$ cat src/rtl/window_feeder.sv
// Streaming KxK window generator: K-1 line buffers feed a window register whose packed
// layout (row-major, byte r*K+c) matches the multiply-adder tree input; kernel is shift-loaded.
module window_feeder #(
  parameter int unsigned IMG_WIDTH   = 28,
  parameter int unsigned IMG_HEIGHT  = 28,
  parameter int unsigned KERNEL_SIZE = 3
) (
  input  logic                                      clock,
  input  logic                                      reset,
  input  logic                                      pixel_valid,
  input  logic [7:0]                                pixel_in,
  input  logic                                      frame_start,
  input  logic                                      kernel_wr_en,
  input  logic [7:0]                                kernel_wr_data,
  output logic [8*KERNEL_SIZE*KERNEL_SIZE-1:0]      window_out,
  output logic [8*KERNEL_SIZE*KERNEL_SIZE-1:0]      kernel_out,
  output logic                                      window_valid,
  output logic                                      frame_done,
  output logic [15:0]                               out_row,
  output logic [15:0]                               out_col
);
  localparam int          K        = int'(KERNEL_SIZE);
  localparam int          N        = K * K;
  localparam int          CW       = (IMG_WIDTH > 1) ? $clog2(IMG_WIDTH) : 1;
  localparam logic [15:0] KM1      = 16'(K - 1);
  localparam logic [15:0] COL_LAST = 16'(IMG_WIDTH - 1);
  localparam logic [15:0] ROW_LAST = 16'(IMG_HEIGHT - 1);

  logic [15:0]    row_q, col_q;
  logic [15:0]    cur_row, cur_col;
  logic [CW-1:0]  col_idx;
  logic           emit;
  logic [7:0]     line_q [K-1][IMG_WIDTH];
  logic [7:0]     col_vec [K];
  logic [8*N-1:0] win_d;

  // frame_start relabels the accepted pixel as (0,0) regardless of the counters
  always_comb begin
    cur_row = frame_start ? '0 : row_q;
    cur_col = frame_start ? '0 : col_q;
    col_idx = cur_col[CW-1:0];
    emit    = pixel_valid && (cur_row >= KM1) && (cur_col >= KM1);
  end

  // line_q[0] holds the oldest row; the incoming pixel is the bottom of the column
  always_comb begin
    for (int j = 0; j < K - 1; j++) begin
      col_vec[j] = line_q[j][col_idx];
    end
    col_vec[K-1] = pixel_in;
  end

  always_comb begin
    win_d = window_out;
    for (int r = 0; r < K; r++) begin
      for (int c = 0; c < K - 1; c++) begin
        win_d[8*(r*K+c) +: 8] = window_out[8*(r*K+c+1) +: 8];
      end
      win_d[8*(r*K+K-1) +: 8] = col_vec[r];
    end
  end

  // Line buffers are deliberately not reset; emission gating hides stale contents
  always_ff @(posedge clock) begin
    if (pixel_valid) begin
      for (int j = 0; j < K - 2; j++) begin
        line_q[j][col_idx] <= line_q[j+1][col_idx];
      end
      line_q[K-2][col_idx] <= pixel_in;
    end
  end

  always_ff @(posedge clock or negedge reset) begin
    if (!reset) begin
      row_q        <= '0;
      col_q        <= '0;
      window_out   <= '0;
      kernel_out   <= '0;
      window_valid <= 1'b0;
      frame_done   <= 1'b0;
      out_row      <= '0;
      out_col      <= '0;
    end else begin
      window_valid <= emit;
      frame_done   <= emit && (cur_row == ROW_LAST) && (cur_col == COL_LAST);
      if (emit) begin
        out_row <= cur_row - KM1;
        out_col <= cur_col - KM1;
      end
      if (pixel_valid) begin
        window_out <= win_d;
        if (cur_col == COL_LAST) begin
          col_q <= '0;
          row_q <= (cur_row == ROW_LAST) ? '0 : cur_row + 16'd1;
        end else begin
          col_q <= cur_col + 16'd1;
          row_q <= cur_row;
        end
      end
      if (kernel_wr_en) begin
        kernel_out <= {kernel_wr_data, kernel_out[8*N-1:8]};
      end
    end
  end

endmodule

$ cat config.mk
export PLATFORM = sky130hd
export DESIGN_NAME = window_feeder
export DESIGN_NICKNAME = d
export VERILOG_FILES = /design/src/rtl/window_feeder.sv
export SDC_FILE = /design/constraint.sdc
export NUM_CORES = 1
export LEC_CHECK = 0
export CORE_MARGIN = 1.5
export CORE_UTILIZATION = 59
export DETAILED_ROUTE_END_ITERATION = 16
export PLACE_DENSITY_LB_ADDON = 0.1
export RECOVER_POWER = 25
export SYNTH_ARGS = -nofsm -noshare
export SYNTH_HDL_FRONTEND = slang
export SYNTH_SLANG_ARGS = --single-unit
$ cat constraint.sdc
create_clock -name clock -period 4 [get_ports clock]
set_input_delay 1 -clock clock [delete_from_list [all_inputs] [get_ports clock]]
set_output_delay 1 -clock clock [all_outputs]
set_load 0.01 [all_outputs]
==> results.sh, run 1 <==
export IMPL_critical_path_class="in -> reg"
export IMPL_place_detailed_hpwl_mm=43.24
export IMPL_critPathMaxFanout=47
export IMPL_htreeDepth=3
export IMPL_clock_skew_final_ps=26.81
export IMPL_antenna_violations_before_repair=0
export IMPL_post_synth_cell_area_avg_um2=14.76
export IMPL_met2_usage=0.4632
export IMPL_dominant_synthesized_flop_cell="sky130_fd_sc_hd__edfxtp_1"
export IMPL_num_nets_final=2106
export IMPL_grt_pass1_wl_mm=103.5
export IMPL_grt_start_max_net_pins=87
export IMPL_post_route_drc_count=0
export IMPL_first_global_vias=16650
export IMPL_maxClockFrequency_ghz=0.2994
export IMPL_violations="max-capacitance violations, max-slew violations"
export IMPL_synthesis_area_um2=27170
export IMPL_timing_critical_path_to_type="flop"
export IMPL_total_power_of_the_final_layout_mw=17.67
export IMPL_vias=17100
export IMPL_floorplan_io_pins=199
export IMPL_place_port_buffers=198
export IMPL_routed_via_density=6.272
export IMPL_worst_hold_path_type="reg -> reg"
export IMPL_critical_path_n_buffers_inverters=3
export IMPL_vdd_drop_max_uv=416.5
export IMPL_wl_mm=67.99
export IMPL_syn_nets=1872
export IMPL_areaGrowthSynthToFinish_pct=18.85
export IMPL_antenna_left=0
export IMPL_globalRoute_busiestLayer="met2"
export IMPL_clockBufferDepth=3
export IMPL_rows=78
export IMPL_drt_pass1_iterations=8
export IMPL_maxCapViolCount=1
export IMPL_worstSetupStartpointType="input pin"
export IMPL_gp_routability_congestion=0.8740
export IMPL_grt_met3_use=0.05049
export IMPL_fillers=2948
export IMPL_mostFrequentLayoutCell="sky130_fd_sc_hd__edfxtp_1"
export IMPL_fp_dieArea_um2=47350
export IMPL_numPlacedInstances=2605
export IMPL_cp_top_family="buffers and inverters"
export IMPL_numCtsBuffers=68
export IMPL_async_flop_share=0.3191
export IMPL_root_buffer="sky130_fd_sc_hd__clkbuf_16"
export IMPL_most_frequent_cells_in_the_layout="448 x sky130_fd_sc_hd__edfxtp_1, 208 x sky130_fd_sc_hd__dfrtp_1, 192 x sky130_fd_sc_hd__clkdlybuf4s50_1"
export IMPL_fin_crit_ps=3340
export IMPL_starting_density_of_the_core=0.5988
export IMPL_groute_layer_met1_usage=0.4103
export IMPL_cts_sink_count=658
export IMPL_slew_headroom=-0.4625
export IMPL_core_region_area_um2=45380
export IMPL_hold_viol=0
export IMPL_dpl_cell_area_um2=30120
export IMPL_cts_repair_resize_count=0
export IMPL_synth_seq_cells=658
export IMPL_critical_path_required_ps=4270
export IMPL_powerDensity_nw_per_um2=547.2
export IMPL_final_util=0.7116
export IMPL_rsz0062_at_grt="false"
export IMPL_path_cells="clkbuf_1 > clkbuf_2 > nand3_1 > nor2_1 > buf_4"
export IMPL_synth_seq_area_share=0.6885
export IMPL_final_setup_tns_ps=0
export IMPL_layout_setup_ws_ps=659.8
export IMPL_globalRoute_totalOverflow=0
export IMPL_outcome="complete, but fails checks"
export IMPL_hold_slack_ps=483.7
export IMPL_cpMaxStageDelayCell="sky130_fd_sc_hd__clkbuf_2"
export IMPL_clkTransAtPathRegs_ps=60
export IMPL_drtIter0Drc=1758
export IMPL_arrival_ps=3610
export IMPL_n_antenna_cell=0
export IMPL_synth_cells=1841
export IMPL_leakage_nw=11.71
export IMPL_ys_warnings_count=0
export IMPL_worst_slew_pin_slew_ps=2194
export IMPL_layoutNonFillerInstCount=2726
export IMPL_die_h_um=217.6
export IMPL_setup_viol=0
export IMPL_die_w_um=217.6
export IMPL_clock_latency_ps=600
export IMPL_netlist_cell_type_count=83
export IMPL_finish_instance_area_um2=32290
export IMPL_finalCritPeriodShare=0.8350
export IMPL_synth_enable_flop_cells=448
export IMPL_cts_hold_buffers=0
export IMPL_groute_usage_overall=0.2923
export IMPL_tritoncts="built"
export IMPL_detail_route_wl_per_cell_um=24.94
export IMPL_final_max_slew_violation_count=86
export IMPL_pre_cts_ws_ps=442.9
export IMPL_timing_critical_path_slowest_cell_delay_ps=1100
export IMPL_post_route_cells_drive_above_1_share=0.1938
export IMPL_post_cts_repair_setup_buffers=0
==> routing by layer <==
layer,share of wire,up-vias
met2,0.48,809
met1,0.40,8595
met5,0,-
li1,-,7535
met4,0.035,0
met3,0.082,158
==> worst register-to-register path, delay by kind of cell (launching register included) <==
| family | cells | cell delay (ps) |
|---|---|---|
| buffers and inverters | 2 | 970 |
| AO/OA/AOI/OAI | 3 | 380 |
| multiplexers | 1 | 400 |
| AND/OR/NAND/NOR | 1 | 630 |
| flip-flops | 1 | 680 |
==> cell usage after synthesis (4+ instances only) <==
cell type	n	area, um^2
sky130_fd_sc_hd__buf_6	6	67.56
sky130_fd_sc_hd__dfrtp_1	210	5255
sky130_fd_sc_hd__mux2_1	22	247.7
sky130_fd_sc_hd__buf_2	32	160.2
sky130_fd_sc_hd__nand2b_1	9	56.30
sky130_fd_sc_hd__a31oi_1	8	50.05
sky130_fd_sc_hd__inv_1	28	105.1
sky130_fd_sc_hd__o21a_1	5	37.54
sky130_fd_sc_hd__a221o_1	11	110.1
sky130_fd_sc_hd__o22ai_1	17	106.4
sky130_fd_sc_hd__nand3_1	37	185.2
sky130_fd_sc_hd__nand2_1	111	416.7
sky130_fd_sc_hd__buf_1	16	60.06
sky130_fd_sc_hd__a22oi_1	8	60.06
sky130_fd_sc_hd__mux2i_1	80	800.8
sky130_fd_sc_hd__a211o_1	6	52.55
sky130_fd_sc_hd__a211oi_1	30	225.2
sky130_fd_sc_hd__and3_1	9	56.30
sky130_fd_sc_hd__clkbuf_1	72	270.3
sky130_fd_sc_hd__mux2_2	184	2072
sky130_fd_sc_hd__and2_1	7	43.79
sky130_fd_sc_hd__xnor2_1	9	78.83
sky130_fd_sc_hd__nor2b_1	16	100.1
sky130_fd_sc_hd__a21boi_1	4	30.03
sky130_fd_sc_hd__a21oi_1	100	500.5
sky130_fd_sc_hd__a21o_1	4	30.03
sky130_fd_sc_hd__a221oi_1	17	148.9
sky130_fd_sc_hd__mux4_2	12	270.3
sky130_fd_sc_hd__nor3b_1	4	30.03
sky130_fd_sc_hd__o31ai_1	6	45.04
sky130_fd_sc_hd__nor2_1	64	240.2
sky130_fd_sc_hd__o2bb2ai_1	13	113.9
sky130_fd_sc_hd__xor2_1	5	43.79
sky130_fd_sc_hd__o211ai_1	7	52.55
sky130_fd_sc_hd__and3b_1	6	52.55
sky130_fd_sc_hd__edfxtp_1	448	13450
sky130_fd_sc_hd__a22o_1	7	61.31
sky130_fd_sc_hd__o2111ai_1	5	43.79
sky130_fd_sc_hd__nor4_1	20	125.1
sky130_fd_sc_hd__nor3_1	15	75.07
sky130_fd_sc_hd__ha_1	10	125.1
sky130_fd_sc_hd__o21ai_0	77	385.4
sky130_fd_sc_hd__nand4_1	11	68.82
sky130_fd_sc_hd__a32oi_1	5	43.79
sky130_fd_sc_hd__a311oi_1	6	52.55
==> final timing paths <==
| check | from | end | slack (ps) | depth (start not counted) |
|---|---|---|---|---|
| setup / recovery | pixel_valid | line_q[0][8] | 660 | 5 |
| hold / removal | out_row[4] | out_row[4] | 480 | 1 |
| setup reg to reg | col_q[0] | window_out[22] | 800 | 7 |
| hold reg to reg | out_row[4] | out_row[4] | 480 | 1 |
| max in group asynchronous | reset | kernel_out[63] | 880 | 2 |
| min in group asynchronous | reset | window_out[3] | 1010 | 1 |
==> power by group <==
part	leakage, nW	switching, mW	internal [mW]
combinational	4.13	1.47	1.57
clock	1.07	2.52	3.71
sequential	6.52	0.431	7.97
==> sequential cells by signal, indices dropped and copies added, names as in the netlist <==
name,cells
window_valid,1
out_row,16
frame_done,1
col_q,16
row_q,16
out_col,16
kernel_out,72
window_out,72
line_q,448
==> logic make-up (layout without fill, tap and decap cells) <==
group	after synthesis	after routing	synth area share
XOR/XNOR	14	14	0.004513
AND/OR/NAND/NOR	337	337	0.06299
multiplexers	298	298	0.1248
adder cells (fa/ha/maj)	10	10	0.004605
flip-flops	658	658	0.6885
buffers and inverters	160	445	0.02592
AO/OA/AOI/OAI	364	364	0.08869
==> layout make-up <==
type | instances | area [um^2] | area share
tap | 600 | 750.7 | 0.02325
clock inverter | 24 | 262.8 | 0.008136
multi-input combinational | 1023 | 7799 | 0.2415
sequential | 658 | 18710 | 0.5795
inverter | 30 | 113.9 | 0.003526
clock buffer | 97 | 1943 | 0.06017
timing repair buffer | 294 | 2711 | 0.08396
No activity file was read; power rests on OpenSTA's default activity.
==> run 2: changes to the inputs <==
==> constraint.sdc (replaced) <==
create_clock -name clock -period 3.15 [get_ports clock]
set_input_delay 0.7875 -clock clock [delete_from_list [all_inputs] [get_ports clock]]
set_output_delay 0.7875 -clock clock [all_outputs]
set_load 0.01 [all_outputs]
==> run 2 against run 1 <==
Compared with the run above: the run still ends with max-capacitance violations, max-slew violations left; global-route usage decreased by 0.11 points; critical path depth increased by 2; clock power increased by 22%; non-clock buffer count increased by 56; power increased by 26%.
==> results.sh, run 2 (synthesized netlist as in run 1, its figures left out) <==
export IMPL_rsz0062_at_grt="false"
export IMPL_numCtsBuffers=68
export IMPL_clockBufferDepth=3
export IMPL_worstSetupStartpointType="flop"
export IMPL_antenna_violations_before_repair=0
export IMPL_clkTransAtPathRegs_ps=60
export IMPL_tritoncts="built"
export IMPL_r2r_end="window_out[21]"
export IMPL_drtIter0Drc=1787
export IMPL_core_region_area_um2=45380
export IMPL_maxCapViolCount=2
export IMPL_cpMaxStageDelayCell="sky130_fd_sc_hd__dfrtp_4"
export IMPL_cts_sink_count=658
export IMPL_post_route_cells_drive_above_1_share=0.2160
export IMPL_timing_rr_start="col_q[0]"
export IMPL_setup_reg_to_reg_worst_slack_ps=270
export IMPL_seq_power_share=0.478
export IMPL_clock_latency_ps=600
export IMPL_place_detailed_hpwl_mm=43.80
export IMPL_vdd_drop_max_uv=521.3
export IMPL_die_w_um=217.6
export IMPL_place_port_buffers=198
export IMPL_path_cells="buf_4 > buf_12 > mux2_2 > o21ai_0 > a21oi_1 > nor4_1 > a211oi_1"
export IMPL_worst_slew_pin_slew_ps=2097
export IMPL_post_cts_repair_setup_buffers=0
export IMPL_cts_hold_buffers=0
export IMPL_maxClockFrequency_ghz=0.3473
export IMPL_timing_critical_path_to_type="flop"
export IMPL_outcome="complete, but fails checks"
export IMPL_htreeDepth=3
export IMPL_rows=78
export IMPL_clock_skew_final_ps=25.85
export IMPL_gp_routability_congestion=0.8724
export IMPL_grt_pass1_wl_mm=103.7
export IMPL_dpl_cell_area_um2=30890
export IMPL_arrival_ps=3320
export IMPL_power_share_clock=0.341
export IMPL_hold_viol=0
export IMPL_die_h_um=217.6
export IMPL_layout_setup_ws_ps=270.4
export IMPL_share_of_total_power_consumed_by_net_switching=0.2529
export IMPL_first_global_vias=17200
export IMPL_num_nets_final=2162
export IMPL_floorplan_io_pins=199
export IMPL_p_switching_mw=5.637
export IMPL_fin_crit_ps=2880
export IMPL_critical_path_class="reg -> reg"
export IMPL_wl_mm=67.61
export IMPL_internal_power_summed_over_all_cells_mw=16.65
export IMPL_critical_path_required_ps=3590
export IMPL_routed_via_density=6.199
export IMPL_powerDensity_nw_per_um2=676.8
export IMPL_post_route_drc_count=0
export IMPL_antenna_left=0
export IMPL_areaGrowthSynthToFinish_pct=21.21
export IMPL_violations="max-capacitance violations, max-slew violations"
export IMPL_timing_critical_path_slowest_cell_delay_ps=590
export IMPL_groute_usage_overall=0.2912
export IMPL_slew_headroom=-0.3982
export IMPL_finalCritPeriodShare=0.9141
export IMPL_critPathMaxFanout=67
export IMPL_final_max_slew_violation_count=156
export IMPL_detail_route_wl_per_cell_um=24.30
export IMPL_vias=17250
export IMPL_timing_hold_worst_endpoint="out_row[10]"
export IMPL_mostFrequentLayoutCell="sky130_fd_sc_hd__edfxtp_1"
export IMPL_holdPathStages=1
export IMPL_registers_top_by_ff_count="line_q"
export IMPL_timing_reg2reg_worst_path_depth=7
export IMPL_root_buffer="sky130_fd_sc_hd__clkbuf_16"
export IMPL_grt_start_max_net_pins=99
export IMPL_globalRoute_totalOverflow=0
export IMPL_drt_pass1_iterations=6
export IMPL_worst_hold_path_type="reg -> reg"
export IMPL_timing_hold_worst_start="out_row[10]"
export IMPL_comb_power_share=0.181
export IMPL_largest_reg_flops=448
export IMPL_starting_density_of_the_core=0.5988
export IMPL_pre_cts_ws_ps=-86.43
export IMPL_finish_instance_area_um2=32940
export IMPL_most_frequent_cells_in_the_layout="448 x sky130_fd_sc_hd__edfxtp_1, 208 x sky130_fd_sc_hd__dfrtp_1, 188 x sky130_fd_sc_hd__clkdlybuf4s50_1"
export IMPL_setup_viol=0
export IMPL_fp_dieArea_um2=47350
export IMPL_leakage_nw=12.06
export IMPL_top_regs="line_q (448), kernel_out (72), window_out (72)"
## run 2: changes by cell type in the layout (fill, tap and decap cells not counted), sizes merged
cell,before,now
clkinvlp,3,1
diode,0,1
bufinv,5,1
buf,91,142
clkdlybuf4s50,192,188
clkbuf,106,109
clkinv,17,24
dlygate4sd3,2,6
## run 2: per-stage QoR
step	hold slack [ps]	utilization	cells	setup TNS, ps	power, mW
6_report	483.2	0.7258	2782	0	22.29
5_1_grt	506.7	0.7257	2781	0	23.13
4_1_cts	190.5	0.7271	2781	0	22.43
3_5_place_dp	474.5	0.6806	2661	-86.43	14.88
3_3_place_gp	467.9	0.6806	2661	-12.46	14.77
2_1_floorplan	478.7	-	1841	-13790	12.51
## run 2: metal layers
metal  part of all wire  wire, um  vias to the layer above  global-route usage
met5                  0         0                        -                   0
met4              0.023      1550                        0             0.08542
met3              0.090      6114                      115             0.05384
met2               0.48     32690                      803              0.4690
met1               0.40     27260                     8679              0.4080
li1                   -         -                     7648                   -
## run 2: final cells by class
type | instances | area [um^2]
well taps | 600 | 750.7
multi-input cells | 1023 | 7820
flip-flops and latches | 658 | 18710
inverters | 30 | 113.9
fillers | 3002 | 12450
repair buffers | 350 | 3426
clock inverters | 25 | 153.9
diodes | 1 | 2.502
clock buffers | 95 | 1956
## run 2: how the worst max path moves through the flow
stage | slack (ps) | from | cells past startpoint | end
after floorplan | -100 | frame_start | 7 | line_q[0][16]
after global placement | -10 | frame_start | 9 | window_out[22]
after detailed placement | -90 | frame_start | 9 | window_out[22]
after CTS | 130 | col_q[0] | 7 | window_out[19]
after global routing | 60 | col_q[0] | 7 | line_q[0][4]
final | 270 | col_q[0] | 7 | window_out[21]
## run 2: power groups by stage
stage	logic, mW	clock network, mW	registers [mW]
2_1_floorplan	1.55	0	11.0
3_5_place_dp	4.05	0	10.8
6_report	4.04	7.61	10.6
4_1_cts	4.07	7.70	10.7
5_1_grt	4.30	8.09	10.7
3_3_place_gp	3.98	0	10.8
## run 2: what timing repair did
item / 4_1_cts / 5_1_grt
endpoints found under the setup margin: 0 / 2
hold endpoints to repair: 0 / 0
resized for setup: 0 / 2
## run 2: critical path, delay by kind of cell (launching register included)
kind            cells  cell delay [ps]
mux                 1              380
compound gates      3              530
simple gates        1              580
buf+inv             2              650
flops               1              590
==> run 3: changes to the inputs <==
--- a/config.mk
+++ b/config.mk
@@ -6,10 +6,12 @@
 export NUM_CORES = 1
 export LEC_CHECK = 0
 export CORE_MARGIN = 1.5
-export CORE_UTILIZATION = 59
+export CORE_UTILIZATION = 61
+export CTS_BUF_LIST = sky130_fd_sc_hd__clkbuf_8
 export DETAILED_ROUTE_END_ITERATION = 16
 export PLACE_DENSITY_LB_ADDON = 0.1
 export RECOVER_POWER = 25
+export REMOVE_ABC_BUFFERS = 1
 export SYNTH_ARGS = -nofsm -noshare
 export SYNTH_HDL_FRONTEND = slang
 export SYNTH_SLANG_ARGS = --single-unit
==> run 3 against run 2 <==
Compared with the run above: the flow still finishes with violations (max-capacitance violations, max-slew violations); first-iteration DRC count up 6.2%; sequential power hardly changed; via count increased by 1.3%; core utilization increased by 1.9 points; cell area is 0.28% lower; hold slack worse by 0.90 ps; count of clock-buffer cells in the layout up 24; highest routed layer unchanged.
==> results.sh, run 3 (synthesized netlist as in run 1, its figures left out) <==
export IMPL_maxClockFrequency_ghz=0.3709
export IMPL_timing_hold_worst_endpoint="out_row[7]"
export IMPL_powerDensity_nw_per_um2=653.9
export IMPL_hold_viol=0
export IMPL_maxCapViolCount=2
export IMPL_largest_reg_flops=448
export IMPL_critPathMaxFanout=34
export IMPL_r2r_end="window_out[16]"
export IMPL_finalCritPeriodShare=0.8560
export IMPL_cts_repair_resize_count=0
export IMPL_core_region_area_um2=44120
export IMPL_area_taken_by_flip_flops_and_latches_um2=18720
export IMPL_tritoncts="built"
export IMPL_clkTransAtPathRegs_ps=60
export IMPL_final_setup_tns_ps=0
export IMPL_drt_pass1_iterations=5
export IMPL_layout_setup_ws_ps=453.6
export IMPL_antenna_left=0
export IMPL_arrival_ps=3230
export IMPL_n_antenna_cell=0
export IMPL_pre_cts_ws_ps=119.2
export IMPL_numCtsBuffers=104
export IMPL_critical_path_class="reg -> reg"
export IMPL_critical_path_required_ps=3680
export IMPL_globalRoute_totalOverflow=0
export IMPL_die_w_um=214.1
export IMPL_drtIter0Drc=1897
export IMPL_violations="max-capacitance violations, max-slew violations"
export IMPL_most_frequent_cells_in_the_layout="448 x sky130_fd_sc_hd__edfxtp_1, 208 x sky130_fd_sc_hd__dfrtp_1, 188 x sky130_fd_sc_hd__clkdlybuf4s50_1"
export IMPL_holdPathStages=1
export IMPL_fin_crit_ps=2696
export IMPL_outcome="complete, but fails checks"
export IMPL_mostFrequentLayoutCell="sky130_fd_sc_hd__edfxtp_1"
export IMPL_worst_hold_path_type="reg -> reg"
export IMPL_floorplan_io_pins=199
export IMPL_timing_reg2reg_worst_path_depth=7
export IMPL_timing_critical_path_to_type="flop"
export IMPL_routed_top_layer="met4"
export IMPL_worst_slew_pin_slew_ps=2071
export IMPL_rows=77
export IMPL_finish_instance_area_um2=32840
export IMPL_timing_hold_worst_start="out_row[7]"
export IMPL_routed_wl_met3_mm=5.797
export IMPL_post_cts_repair_setup_buffers=0
export IMPL_clock_latency_ps=700
export IMPL_slew_headroom=-0.3809
export IMPL_num_nets_final=2203
export IMPL_dpl_cell_area_um2=30890
export IMPL_antenna_violations_before_repair=0
export IMPL_total_power_of_the_final_layout_mw=21.48
export IMPL_cts_hold_buffers=0
export IMPL_vias=17470
export IMPL_dr_wl_met2_mm=32.08
export IMPL_first_global_vias=17550
export IMPL_setup_reg_to_reg_worst_slack_ps=450
export IMPL_clock_skew_final_ps=33.43
export IMPL_post_route_cells_drive_above_1_share=0.2247
export IMPL_areaGrowthSynthToFinish_pct=20.87
export IMPL_starting_density_of_the_core=0.6158
export IMPL_leakage_nw=12.27
export IMPL_wl_mm=67.07
export IMPL_gp_routability_congestion=0.8900
export IMPL_multi_input_area_um2=7791
export IMPL_place_detailed_hpwl_mm=44.16
export IMPL_detail_route_wl_per_cell_um=23.51
export IMPL_routed_via_density=6.123
export IMPL_groute_usage_overall=0.2953
export IMPL_setup_viol=0
export IMPL_vdd_drop_max_uv=448.5
export IMPL_grt_pass1_wl_mm=103.5
export IMPL_htreeDepth=3
export IMPL_timing_rr_start="col_q[0]"
export IMPL_worstSetupStartpointType="flop"
export IMPL_timing_critical_path_slowest_cell_delay_ps=660
export IMPL_grt_start_max_net_pins=82
export IMPL_clockBufferDepth=3
export IMPL_wl_on_met1_mm=27.49
export IMPL_die_h_um=214.1
export IMPL_root_buffer="sky130_fd_sc_hd__clkbuf_8"
export IMPL_cpMaxStageDelayCell="sky130_fd_sc_hd__nor4_1"
export IMPL_hold_slack_ps=482.3
export IMPL_fillers=2858
export IMPL_rsz0062_at_grt="false"
export IMPL_path_cells="buf_12 > buf_4 > mux2_2 > o21ai_0 > a21oi_1 > nor4_1 > a211oi_1"
export IMPL_top_regs="line_q (448), kernel_out (72), window_out (72)"
export IMPL_cts_sink_count=658
export IMPL_registers_top_by_ff_count="line_q"
export IMPL_place_port_buffers=198
export IMPL_post_route_drc_count=0
export IMPL_final_max_slew_violation_count=110
export IMPL_fp_dieArea_um2=45820
[run 3: changes by cell type in the layout (fill, tap and decap cells not counted), moves of 6 or more]
cell / delta
sky130_fd_sc_hd__clkinv_2: -6
sky130_fd_sc_hd__inv_1: +51
sky130_fd_sc_hd__clkbuf_16: -72
sky130_fd_sc_hd__clkbuf_1: -17
sky130_fd_sc_hd__buf_4: +10
sky130_fd_sc_hd__clkbuf_8: +113
[run 3: critical path, delay by kind of cell, from the launching register on]
kind | cells | cell delay, ps
compound gates | 3 | 450
simple gates | 1 | 660
buf+inv | 2 | 570
mux | 1 | 380
flops | 1 | 460
[run 3: worst max-delay path by stage]
stage / slack (ps) / to / from
floorplan: -4770 / line_q[0][102] / col_q[0]
global placement: 180 / line_q[0][75] / frame_start
detailed placement: 120 / line_q[0][287] / frame_start
CTS: 460 / line_q[0][4] / col_q[0]
global route: 230 / window_out[23] / reset
finish: 450 / window_out[16] / col_q[0]
[run 3: layout make-up]
| cell class | instances | area share |
|---|---|---|
| Multi-Input combinational cell | 1023 | 0.2372 |
| Clock buffer | 119 | 0.04987 |
| Tap cell | 592 | 0.02255 |
| Clock inverter | 76 | 0.01105 |
| Timing Repair Buffer | 355 | 0.1060 |
| Sequential cell | 658 | 0.5698 |
| Inverter | 30 | 0.003467 |
[run 3: per-layer routing]
| metal | global-route usage | vias to the layer above |
|---|---|---|
| li1 | - | 7769 |
| met1 | 0.4080 | 8704 |
| met2 | 0.4756 | 868 |
| met3 | 0.05730 | 129 |
| met4 | 0.1014 | 0 |
| met5 | 0 | - |
[run 3: where the power goes]
group          internal (mW)  leakage, nW  switching, mW
clock                   3.60         1.22           3.23
sequential              10.1         6.52          0.501
combinational           2.12         4.53           1.90
[run 3: per-stage QoR]
stage | utilization | std cells
detailed placement | 0.7001 | 2658
finish | 0.7443 | 2853
floorplan | - | 1711
CTS | 0.7454 | 2853
global placement | 0.7001 | 2658
global route | 0.7443 | 2853
